--- src/rtl/adc_pkg.sv ---
// Shared field positions, widths and types for the LTC2494 receive-side decoder.
// Result decode lives here so the entry layout and the flag rules stay in one place.
package adc_pkg;

  localparam int unsigned CMD_PRE_HI = 31;
  localparam int unsigned CMD_PRE_LO = 30;
  localparam int unsigned CMD_EN     = 29;
  localparam int unsigned CMD_CH_HI  = 28;
  localparam int unsigned CMD_CH_LO  = 24;
  localparam int unsigned CMD_EN2    = 23;
  localparam int unsigned CMD_GS_HI  = 18;
  localparam int unsigned CMD_GS_LO  = 16;
  localparam logic [1:0]  PREAMBLE   = 2'b10;

  localparam int unsigned RX_EOC_N = 31;
  localparam int unsigned RX_DMY   = 30;
  localparam int unsigned RX_SIG   = 29;
  localparam int unsigned RX_D_HI  = 28;
  localparam int unsigned RX_D_LO  = 12;

  localparam int unsigned CFG_W   = 8;
  localparam int unsigned RES_W   = 18;
  localparam int unsigned CHAN_W  = 5;
  localparam int unsigned GAIN_W  = 3;
  localparam int unsigned ENTRY_W = RES_W + CHAN_W + GAIN_W + 2;

  typedef struct packed {
    logic [CHAN_W-1:0] chan;
    logic [GAIN_W-1:0] gain;
  } cfg_t;

  typedef struct packed {
    logic [RES_W-1:0]  result;
    logic [CHAN_W-1:0] chan;
    logic [GAIN_W-1:0] gain;
    logic              ovr;
    logic              unr;
  } entry_t;

  typedef enum logic {UNPRIMED, PRIMED} state_t;

  // SIG is the inverted sign: flipping it turns the offset-binary word into two's complement.
  function automatic entry_t make_entry(input logic [31:0] rx, input cfg_t tag);
    entry_t      e;
    logic        sig;
    logic [16:0] d;
    sig      = rx[RX_SIG];
    d        = rx[RX_D_HI:RX_D_LO];
    e.result = {~sig, d};
    e.chan   = tag.chan;
    e.gain   = tag.gain;
    e.ovr    = sig & d[16];
    e.unr    = ~sig & ~d[16];
    return e;
  endfunction

endpackage

--- src/rtl/result_fifo.sv ---
// First-word-fall-through FIFO; head data holds the last popped entry while empty.
// Push into a full FIFO succeeds only when a pop happens in the same cycle.
module result_fifo #(
  parameter int unsigned WIDTH = 28,
  parameter int unsigned DEPTH = 4
) (
  input  logic             clk,
  input  logic             rst,
  input  logic             push,
  input  logic [WIDTH-1:0] wdata,
  input  logic             ready,
  output logic             valid,
  output logic [WIDTH-1:0] rdata,
  output logic             full
);

  localparam int unsigned AW      = $clog2(DEPTH);
  localparam logic [AW:0] PTR_ONE = 1;

  logic [WIDTH-1:0] mem [DEPTH];
  logic [WIDTH-1:0] hold;
  logic [AW:0]      wr_ptr;
  logic [AW:0]      rd_ptr;
  logic             empty;
  logic             pop;
  logic             wr_en;

  assign empty = (wr_ptr == rd_ptr);
  assign full  = (wr_ptr[AW] != rd_ptr[AW]) && (wr_ptr[AW-1:0] == rd_ptr[AW-1:0]);
  assign pop   = ready & ~empty;
  assign wr_en = push & (~full | pop);
  assign valid = ~empty;
  assign rdata = empty ? hold : mem[rd_ptr[AW-1:0]];

  always_ff @(posedge clk) begin
    if (wr_en) mem[wr_ptr[AW-1:0]] <= wdata;
  end

  always_ff @(posedge clk) begin
    if (rst) begin
      wr_ptr <= '0;
      rd_ptr <= '0;
      hold   <= '0;
    end else begin
      if (wr_en) wr_ptr <= wr_ptr + PTR_ONE;
      if (pop) begin
        rd_ptr <= rd_ptr + PTR_ONE;
        hold   <= mem[rd_ptr[AW-1:0]];
      end
    end
  end

endmodule

--- src/rtl/adc_result_decoder.sv ---
// LTC2494 receive-side decoder: tags each returned conversion with the config that produced it.
// Define ADC_RX_ERRCNT_EN to add o_ERRCNT, a saturating count of malformed result words.
module adc_result_decoder
  import adc_pkg::*;
#(
  parameter int unsigned       DEPTH   = 4,
  parameter logic [CFG_W-1:0]  CFG_RST = 8'h00
) (
  input  logic        clk,
  input  logic        rst,
  input  logic        i_xferDone,
  input  logic [31:0] i_TXDATA,
  input  logic [31:0] i_RXDATA,
  input  logic        i_resReady,
  output logic        o_resValid,
  output logic [17:0] o_RESULT,
  output logic [4:0]  o_CHAN,
  output logic [2:0]  o_GAIN,
  output logic        o_OVR,
  output logic        o_UNR,
  output logic        o_overflow
`ifdef ADC_RX_ERRCNT_EN
  ,
  output logic [15:0] o_ERRCNT
`endif
);

  state_t               state_q;
  state_t               state_d;
  cfg_t                 cfg_q;
  entry_t               head;
  entry_t               new_entry;
  logic [ENTRY_W-1:0]   head_bits;
  logic                 cmd_apply;
  logic                 fmt_ok;
  logic                 push;
  logic                 full;
  logic                 pop;
  logic                 unused_bits;

  assign cmd_apply = (i_TXDATA[CMD_PRE_HI:CMD_PRE_LO] == PREAMBLE) && i_TXDATA[CMD_EN];
  assign fmt_ok    = ~i_RXDATA[RX_EOC_N] & ~i_RXDATA[RX_DMY];
  assign new_entry = make_entry(i_RXDATA, cfg_q);
  assign pop       = o_resValid & i_resReady;
  assign unused_bits = ^{i_TXDATA[22:19], i_TXDATA[15:0], i_RXDATA[11:0]};

  always_ff @(posedge clk) begin
    if (rst) state_q <= UNPRIMED;
    else     state_q <= state_d;
  end

  always_comb begin
    state_d = state_q;
    push    = 1'b0;
    case (state_q)
      UNPRIMED: if (i_xferDone && cmd_apply) state_d = PRIMED;
      PRIMED:   push = i_xferDone & fmt_ok;
      default:  state_d = UNPRIMED;
    endcase
  end

  // cfg_q updates after the tag has been taken from it, so a result carries the older config.
  always_ff @(posedge clk) begin
    if (rst) begin
      cfg_q <= cfg_t'(CFG_RST);
    end else if (i_xferDone && cmd_apply) begin
      cfg_q.chan <= i_TXDATA[CMD_CH_HI:CMD_CH_LO];
      if (i_TXDATA[CMD_EN2]) cfg_q.gain <= i_TXDATA[CMD_GS_HI:CMD_GS_LO];
    end
  end

  always_ff @(posedge clk) begin
    if (rst)                      o_overflow <= 1'b0;
    else if (push && full && !pop) o_overflow <= 1'b1;
  end

  result_fifo #(
    .WIDTH (ENTRY_W),
    .DEPTH (DEPTH)
  ) u_fifo (
    .clk   (clk),
    .rst   (rst),
    .push  (push),
    .wdata (new_entry),
    .ready (i_resReady),
    .valid (o_resValid),
    .rdata (head_bits),
    .full  (full)
  );

  assign head     = entry_t'(head_bits);
  assign o_RESULT = head.result;
  assign o_CHAN   = head.chan;
  assign o_GAIN   = head.gain;
  assign o_OVR    = head.ovr;
  assign o_UNR    = head.unr;

`ifdef ADC_RX_ERRCNT_EN
  logic [15:0] errcnt;

  always_ff @(posedge clk) begin
    if (rst)                                       errcnt <= '0;
    else if (i_xferDone && !fmt_ok && errcnt != '1) errcnt <= errcnt + 16'd1;
  end

  assign o_ERRCNT = errcnt;
`endif

endmodule

--- config.mk ---
export PLATFORM = sky130hd
export DESIGN_NAME = adc_result_decoder
export DESIGN_NICKNAME = d
export VERILOG_FILES = /design/src/rtl/adc_pkg.sv /design/src/rtl/result_fifo.sv /design/src/rtl/adc_result_decoder.sv
export SDC_FILE = /design/constraint.sdc
export NUM_CORES = 1
export LEC_CHECK = 0
export BUFFER_PORTS_ARGS = -buffer_cell sky130_fd_sc_hd__buf_2
export CORE_UTILIZATION = 58
export CTS_BUF_LIST = sky130_fd_sc_hd__clkbuf_8
export CTS_CLUSTER_DIAMETER = 30
export CTS_CLUSTER_SIZE = 8
export DETAILED_ROUTE_END_ITERATION = 8
export GPL_ROUTABILITY_DRIVEN = 1
export PLACE_DENSITY_LB_ADDON = 0.15
export RECOVER_POWER = 50
export SLEW_MARGIN = 15
export SYNTH_ARGS = -nofsm -noshare
export SYNTH_HDL_FRONTEND = slang
export SYNTH_SLANG_ARGS = --single-unit
--- constraint.sdc ---
create_clock -name clk -period 2.9 [get_ports clk]
set_input_delay 0.29 -clock clk [delete_from_list [all_inputs] [get_ports clk]]
set_output_delay 0.29 -clock clk [all_outputs]
set_load 0.01 [all_outputs]
-- After elaboration in Yosys (flattened, before gate mapping)
Memory sizes are Yosys's and may differ from the RTL's. A register that Yosys moved wholly into a read port is not among the register bits.
Index checks and enable logic that the tools add are counted.
- flip-flop bits (word level): 44
- latch bits: 0
- memory bits (writable): 112
- ROM bits: 0
- input port bits: 68
- output and inout bits: 30
- logic and storage cells: 42
- memories kept: 1
- $add $sub $neg: 2
- $mul: 0
- divide/modulo/power cells: 0
- magnitude comparators: 0
- equal/unequal tests: 4
- shifts and indexed selects: 0
- mux-type cells: 8
- bitwise logic cells: 13
- reduce and logical (&&, ||, !) cells: 7
- memories (name ; words ; bits a word ; read ports ; clocked after memory_dff ; wr ports ; RTL line ; source):
    u_fifo.mem ; 4 ; 28 ; 1 ; 1 ; 1 ; result_fifo.sv:20 ; logic [WIDTH-1:0] mem [DEPTH];
- operator list (operator ; count):
    two-way mux 28 bit ; 1
    adder 3 x 1 -> 3 bit (second input constant) ; 2
    bitwise AND 1 bit ; 6
    NOT 1 bit ; 6
    logical AND 1 bit ; 5
    two-way mux 1 bit ; 5
    two-way mux 2 bit ; 2
    == test 3 bit ; 1
    == test 2 bit ; 1
    == test 2 bit (second input constant) ; 1
    AND reduction 2 bit ; 1
    logical NOT 1 bit ; 1
    inequality test 1 bit ; 1
    OR 1 bit ; 1

-- Depth between registers and ports, before layout
Gate-level depths: netlist of run 1.
- word-level depth: 7
- gate-level depth with buffers: 6
- mapped depth without buffers: 4

-- Hierarchy
Synthesis of run 1 repeated with hierarchy kept, for this count alone.
- cells, all modules: 393
- area total of the unflattened synthesis: 6457.4 µm²
- by module, submodules not included (module ; times used ; cells each ; area an instance (µm²) ; seq. area each (µm²)):
    result_fifo ; 1 ; 351 ; 6035.8 ; 4083.9
    adc_result_decoder ; 1 ; 42 ; 421.7 ; 200.2

-- Least setup slack after synthesis of run 1
Ideal clock, no wire load.
- path type: input to register
- start point: input i_RXDATA[30]
- end point: memory u_fifo.mem[0][0] (enable)
- setup time: 387 ps
- arrival time: 1691 ps
- required time: 2513 ps
- path slack: 822 ps
- stages on the path: 3
- buffers on the path: 0
- cells stage by stage: nor4bb_1 > o41a_1 > and2_1
- word-level cells in the longest chain between the ends: 7
- RTL lines (element ; RTL line ; source):
    from (decl) ; adc_result_decoder.sv:13 ; input logic [31:0] i_RXDATA,
    NOT 1 bit ; adc_result_decoder.sv:42 ; assign fmt_ok = ~i_RXDATA[RX_EOC_N] & ~i_RXDATA[RX_DMY];
    bitwise AND 1 bit ; adc_result_decoder.sv:42 ;
    bitwise AND 1 bit ; adc_result_decoder.sv:57 ; PRIMED: push = i_xferDone & fmt_ok;
    two-way mux 1 bit ; adc_result_decoder.sv:55 ; case (state_q)
    bitwise AND 1 bit ; result_fifo.sv:31 ; assign wr_en = push & (~full | pop);
    two-way mux 1 bit ; result_fifo.sv:36 ; if (wr_en) mem[wr_ptr[AW-1:0]] <= wdata;
    two-way mux 1 bit (implied by the code) ; result_fifo.sv:36 ;
    to (decl) ; result_fifo.sv:20 ;
No other way between the ends.

-- Final worst setup path of run 1
- start point: register u_fifo.wr_ptr[0]
- end point: output o_RESULT[11]
- word-level cells in the longest chain between the ends: 2
- RTL lines (element ; RTL line ; source):
    from (decl) ; result_fifo.sv:22 ; logic [AW:0] wr_ptr;
    from (signal assigned) ; result_fifo.sv:45 ; if (wr_en) wr_ptr <= wr_ptr + PTR_ONE;
    == test 3 bit ; result_fifo.sv:28 ; assign empty = (wr_ptr == rd_ptr);
    two-way mux 28 bit ; result_fifo.sv:33 ; assign rdata = empty ? hold : mem[rd_ptr[AW-1:0]];
    to (decl) ; adc_result_decoder.sv:16 ; output logic [17:0] o_RESULT,
No other way between the ends.

==> metrics, run 1 <==
Root Driver clkbuf_8; core area 10,400 um2; Multi-input gate area 1760 um2; IO Count 98; Seq cells post-synth 158; Worst-Margin Slew 2.27 ns; grt ovf 0; Switching Share 19.8%; failing checks max-capacitance violations, max-slew violations; Crit-path slowest cell dfxtp_1; CTS resizes 0; Antenna Nets Post-Route 0; Cell Int Power 3.38 mW; Yosys top cell area share 53.9%; sequential share of power 57.2%; static leakage 2.51 nW; crit path cell chain xor2_1 > nor2_1 > nand2_1 > buf_12 > mux2_2 > buf_2; CTS tree built; Num CTS Buffers 17; clock-pin slew on the worst setup and hold paths 0.08 ns; HP Class primary input to flip-flop; Main synth FF type edfxtp_1; most frequent cells in the layout edfxtp_1 (112), nand2_1 (63), dfxtp_1 (45), buf_2 (45), a21oi_1 (33); # port buffers 65; Fmax 381 MHz; Avg WL per Cell 18.1 um; total number of vias 3,370; type of the worst setup path flip-flop to primary output; DR top layer met4; hold_buf cts 0; DRC 0; H-tree depth reported by CTS 4; Post-CTS Setup Inserts 0; FFs w/ async S/R, synth 0%; RSZ-0062 raised after global routing no; worst hold margin 0.0972 ns; CP Launch Type flip-flop; overall power 4.22 mW; synth warn 0; first-pass GRT wire length 17,400 um; peak supply drop 0.380 mV; final period utilization 90.6%; syn nets 460; max-slew violation count 47; Final Hold Vio Count 0; Worst Path Buf+Inv 2; setup slack after layout 0.273 ns; met3 wire length 593 um; setup-violating endpoint count in the final report 0; number of core rows 37; DIE WIDTH 106 um; skew final 0.00624 ns; vias in the first global route 3,537; Post-Route WL 11,100 um; initial antenna violation count 0; setup TNS 0 ns; Initial Utilization 60.1%; status finished with violations; 1st-iter DRT viols 194; Detail Placement HPWL 7070 um; worst-path fanout max 24; Layout fillers 731; routed length on met1 4570 um; Mapped Cells 387; share of layout cells above drive strength 1 30.9%; die area 11,200 um2; critical path arrival 2.34 ns; # nets final 536; register area share after synthesis 68.7%; n_diodes 0; P_sw 834 uW; Routed met2 length 5790 um; Vias/cell 5.51; Post-Syn Area 6240 um2; Sink Count 158; largest net degree at the start of global routing 47; Avg Cell Area, Syn 16.1 um2; number of synthesized flops with an enable pin 112; GPL Wtd Cong 0.765; Cell variety after synth 34; fin crit period 2.63 ns; dpl ws 0.447 ns; Reg area 4290 um2; Clk pwr share 40.6%; Yosys top cell by area edfxtp_1; CTS Buffer Depth 2; GRT Overall Usage 21.6%; drt first pass iters 4; Slew HR -51.3%; Pwr Density 595 nW/um2; crit-path leading delay family flip-flops; Worst Path Required 2.61 ns; top cells by area, synth edfxtp_1 (54%), dfxtp_1 (15%), mux4_2 (10%), nand2_1 (3.8%), mux2_2 (3.3%); Max Cap Viol 1; combinational share of power 2.2%; CP max stage delay 0.45 ns; commonest non-fill, non-tap cell in the layout edfxtp_1; Die Ht 106 um; clock insertion delay at the later pin of the skew report 0.43 ns; Layout area overhead 13.7%; Worst setup EP type primary output
==> Yosys cell counts, drive strengths merged, types with 2 or more instances <==
cell / n
edfxtp: 112
xor2: 3
mux2: 28
nand3: 4
o21ai: 2
dfxtp: 46
and2: 5
ha: 5
inv: 4
a21oi: 33
nand2: 63
clkbuf: 5
buf: 16
xnor2: 3
mux4: 28
mux2i: 6
nor2: 16
==> registers in the layout (all words and copies together) (netlist names), named ones only <==
register and flops:
state_q 1, u_fifo.rd_ptr 3, cfg_q 8, u_fifo.wr_ptr 3
u_fifo.mem 112, u_fifo.hold 28, o_overflow 1
==> metal layers <==
layer / vias to the layer above / track usage (%)
met5: - / 0
met4: 0 / 7.64
met3: 11 / 6.00
met2: 104 / 37.3
met1: 1662 / 25.9
li1: 1593 / -
==> worst paths after layout <==
path	from	to	slack (ns)	cells past startpoint
min	i_TXDATA[28]	cfg_q[7]	0.1	3
max reg2reg	u_fifo.wr_ptr[1]	u_fifo.hold[19]	0.36	5
max	u_fifo.wr_ptr[0]	o_RESULT[11]	0.27	6
min reg2reg	u_fifo.hold[21]	u_fifo.hold[21]	0.46	2
==> power by group through the flow <==
stage | sequential [mW] | clock [mW] | combinational, mW
after global placement | 2.47 | 0 | 0.0940
after CTS | 2.41 | 1.74 | 0.0988
after floorplan | 2.47 | 0 | 0.0502
after detailed placement | 2.47 | 0 | 0.0984
after global routing | 2.42 | 1.84 | 0.102
final | 2.41 | 1.71 | 0.0928
==> worst register-to-register path: stages, from the launching register on <==
cell      delay [ns]
dfxtp_1         0.38
xor2_2          0.22
o31ai_1         1.05
clkbuf_1        0.51
nand2_1         0.13
a21oi_1         0.16
==> layout make-up <==
class / instances / area share [%]
multi-input cells: 204 / 24.8
clock buffers: 17 / 3.30
inverters: 4 / 0.212
flip-flops and latches: 158 / 60.4
well taps: 136 / 2.40
clock inverters: 15 / 2.75
repair buffers: 78 / 6.05
==> through the flow <==
| step | utilization (%) | cells | area (um2) |
|---|---|---|---|
| global placement | 64.7 | 580 | 6710 |
| finish | 68.4 | 612 | 7090 |
| floorplan | - | 387 | 6240 |
| global route | 68.4 | 612 | 7090 |
| detailed placement | 64.7 | 580 | 6710 |
| CTS | 68.9 | 612 | 7140 |
==> kinds of logic after synthesis <==
kind of cell	synth area share, %
adders and majority gates	1.00
buffers and inverters	2.85
xor gates and xnor gates	1.08
muxes	16.7
AOI/OAI and AO/OA	3.49
DFF	68.7
and+or+nand+nor	6.14
Power figures use the tool's default switching activity.
==> inputs of run 2 (changes only) <==
- CORE_UTILIZATION: 58 -> 63
- clock period: 2.9 -> 3.2 ns (I/O delays scaled with it)
==> metrics, run 2 (same netlist as run 1, synthesis figures left out) <==
GPL Wtd Cong 0.716 (-6.5%); hold_buf cts 0 (unchanged); IO Count 98 (unchanged); grt ovf 0 (unchanged); number of core rows 35 (-5.4%); Antenna Nets Post-Route 0 (unchanged); drt first pass iters 4 (unchanged); n_diodes 0 (unchanged); CTS Buffer Depth 2 (unchanged); CTS resizes 0 (unchanged); Detail Placement HPWL 7050 um (-0.30%); Post-CTS Setup Inserts 0 (unchanged); fin crit period 2.88 ns; clock insertion delay at the later pin of the skew report 0.43 ns (about the same); Max Cap Viol 2 (+1); HP Class primary input to flip-flop; status finished with violations; Die Ht 101 um (-4.0%); final period utilization 90.1%; # nets final 538 (+0.37%); RSZ-0062 raised after global routing no; post-route core utilization 75.4% (+7.0 points); setup TNS 0 ns (unchanged); crit path cell chain xor2_1 > nor2_1 > nand2_2 > buf_4 > mux2_2 > buf_2; Worst Path Required 2.88 ns (+0.27 ns); Vias/cell 5.74 (+4.3%); peak supply drop 0.338 mV (-11%); die area 10,300 um2 (-7.8%); critical path arrival 2.56 ns (+0.22 ns); cells on worst reg2reg path 5 (unchanged); Post-Route WL 11,300 um (+2.2%); Fmax 347 MHz; largest net degree at the start of global routing 47 (unchanged); Layout fillers 579 (-21%); most frequent cells in the layout edfxtp_1 (112), nand2_1 (62), dfxtp_1 (45), buf_2 (45), a21oi_1 (33); Slew HR -50.2% (+1.1 points); initial antenna violation count 0 (unchanged); CP max stage delay 0.44 ns (about the same); Worst-Margin Slew 2.25 ns (-0.0161 ns); static leakage 2.51 nW (+0.33%); Num CTS Buffers 17 (unchanged); share of layout cells above drive strength 1 31.4% (+0.50 points); commonest non-fill, non-tap cell in the layout edfxtp_1; Layout area overhead 13.8%; DRC 0 (unchanged); Final Hold Vio Count 0 (unchanged); DIE WIDTH 101 um (-4.0%); Sink Count 158 (unchanged); failing checks max-capacitance violations, max-slew violations; first-pass GRT wire length 17,600 um (+1.0%); setup-violating endpoint count in the final report 0 (unchanged); type of the worst setup path flip-flop to primary output; 1st-iter DRT viols 155 (-20%); worst-path fanout max 16 (-33%); worst hold margin 0.116 ns (+0.0187 ns); Initial Utilization 66.2% (+6.1 points); Largest register FFs 112 (unchanged); CTS tree built; vias in the first global route 3,471 (-1.9%); Root Driver clkbuf_8; max-slew violation count 59 (+26%); skew final 0.0117 ns (+0.00551 ns); CP Launch Type flip-flop; # port buffers 65 (unchanged); GRT Overall Usage 24.2% (+2.7 points); core area 9420 um2 (-9.2%); clock-pin slew on the worst setup and hold paths 0.08 ns (about the same); Crit-path slowest cell nand2_2; total number of vias 3,487 (+3.5%); Avg WL per Cell 18.7 um (+3.1%); H-tree depth reported by CTS 4 (unchanged); Pwr Density 551 nW/um2 (-7.4%); Worst setup EP type primary output; hold-critical path depth 3 (unchanged); overall power 3.91 mW (-7.3%)
run 2: cell count changes in the layout (fill, tap and decap cells not counted):
cell,delta
nand2_1,-1
clkbuf_1,-1
buf_12,-2
buf_4,+5
clkinv_2,-2
inv_6,+1
clkinvlp_4,+2
clkinv_1,+1
clkinv_4,-3
bufinv_16,+1
nand2_2,+1
run 2: path summary, 6_finish.rpt:
check	startpoint	to	slack (ns)
worst max-delay path	u_fifo.wr_ptr[0]	o_GAIN[1]	0.32
worst min-delay path	i_TXDATA[25]	cfg_q[4]	0.12
worst max register to register	u_fifo.wr_ptr[0]	u_fifo.rd_ptr[2]	0.32
worst min register to register	u_fifo.hold[12]	u_fifo.hold[12]	0.46
run 2: metrics by stage:
step,setup WS (ns),instances,cell area [um2]
2_1_floorplan,1.09,387,6240
4_1_cts,0.324,607,7150
3_3_place_gp,0.830,575,6700
3_5_place_dp,0.770,575,6700
5_1_grt,0.118,607,7100
6_report,0.316,607,7100
run 2: area by class of cell:
type | count | area [um2] | area share (%)
tap | 129 | 161 | 2.27
inverter | 4 | 15.0 | 0.211
sequential | 158 | 4290 | 60.4
timing repair buffer | 80 | 423 | 5.96
clock buffer | 17 | 234 | 3.30
multi-input combinational | 204 | 1760 | 24.9
clock inverter | 15 | 216 | 3.05
run 2: where the power goes:
part	switching (mW)	internal (mW)
Sequential	0.00448	2.18
Combinational	0.0495	0.0347
Clock	0.713	0.926
Total	0.767	3.14
run 2: critical path: cells and delay by family, from the launching register on:
family | cells | cell delay (ns)
flip-flops | 1 | 0.43
buffers and inverters | 2 | 0.42
AND/OR/NAND/NOR | 2 | 0.56
XOR/XNOR | 1 | 0.36
multiplexers | 1 | 0.37
run 2: per-layer routing:
layer | track usage [%] | routed length (um) | vias up
li1 | - | - | 1600
met1 | 28.9 | 4570 | 1758
met2 | 43.3 | 6000 | 115
met3 | 5.59 | 627 | 14
met4 | 8.58 | 125 | 0
met5 | 0 | 0 | -
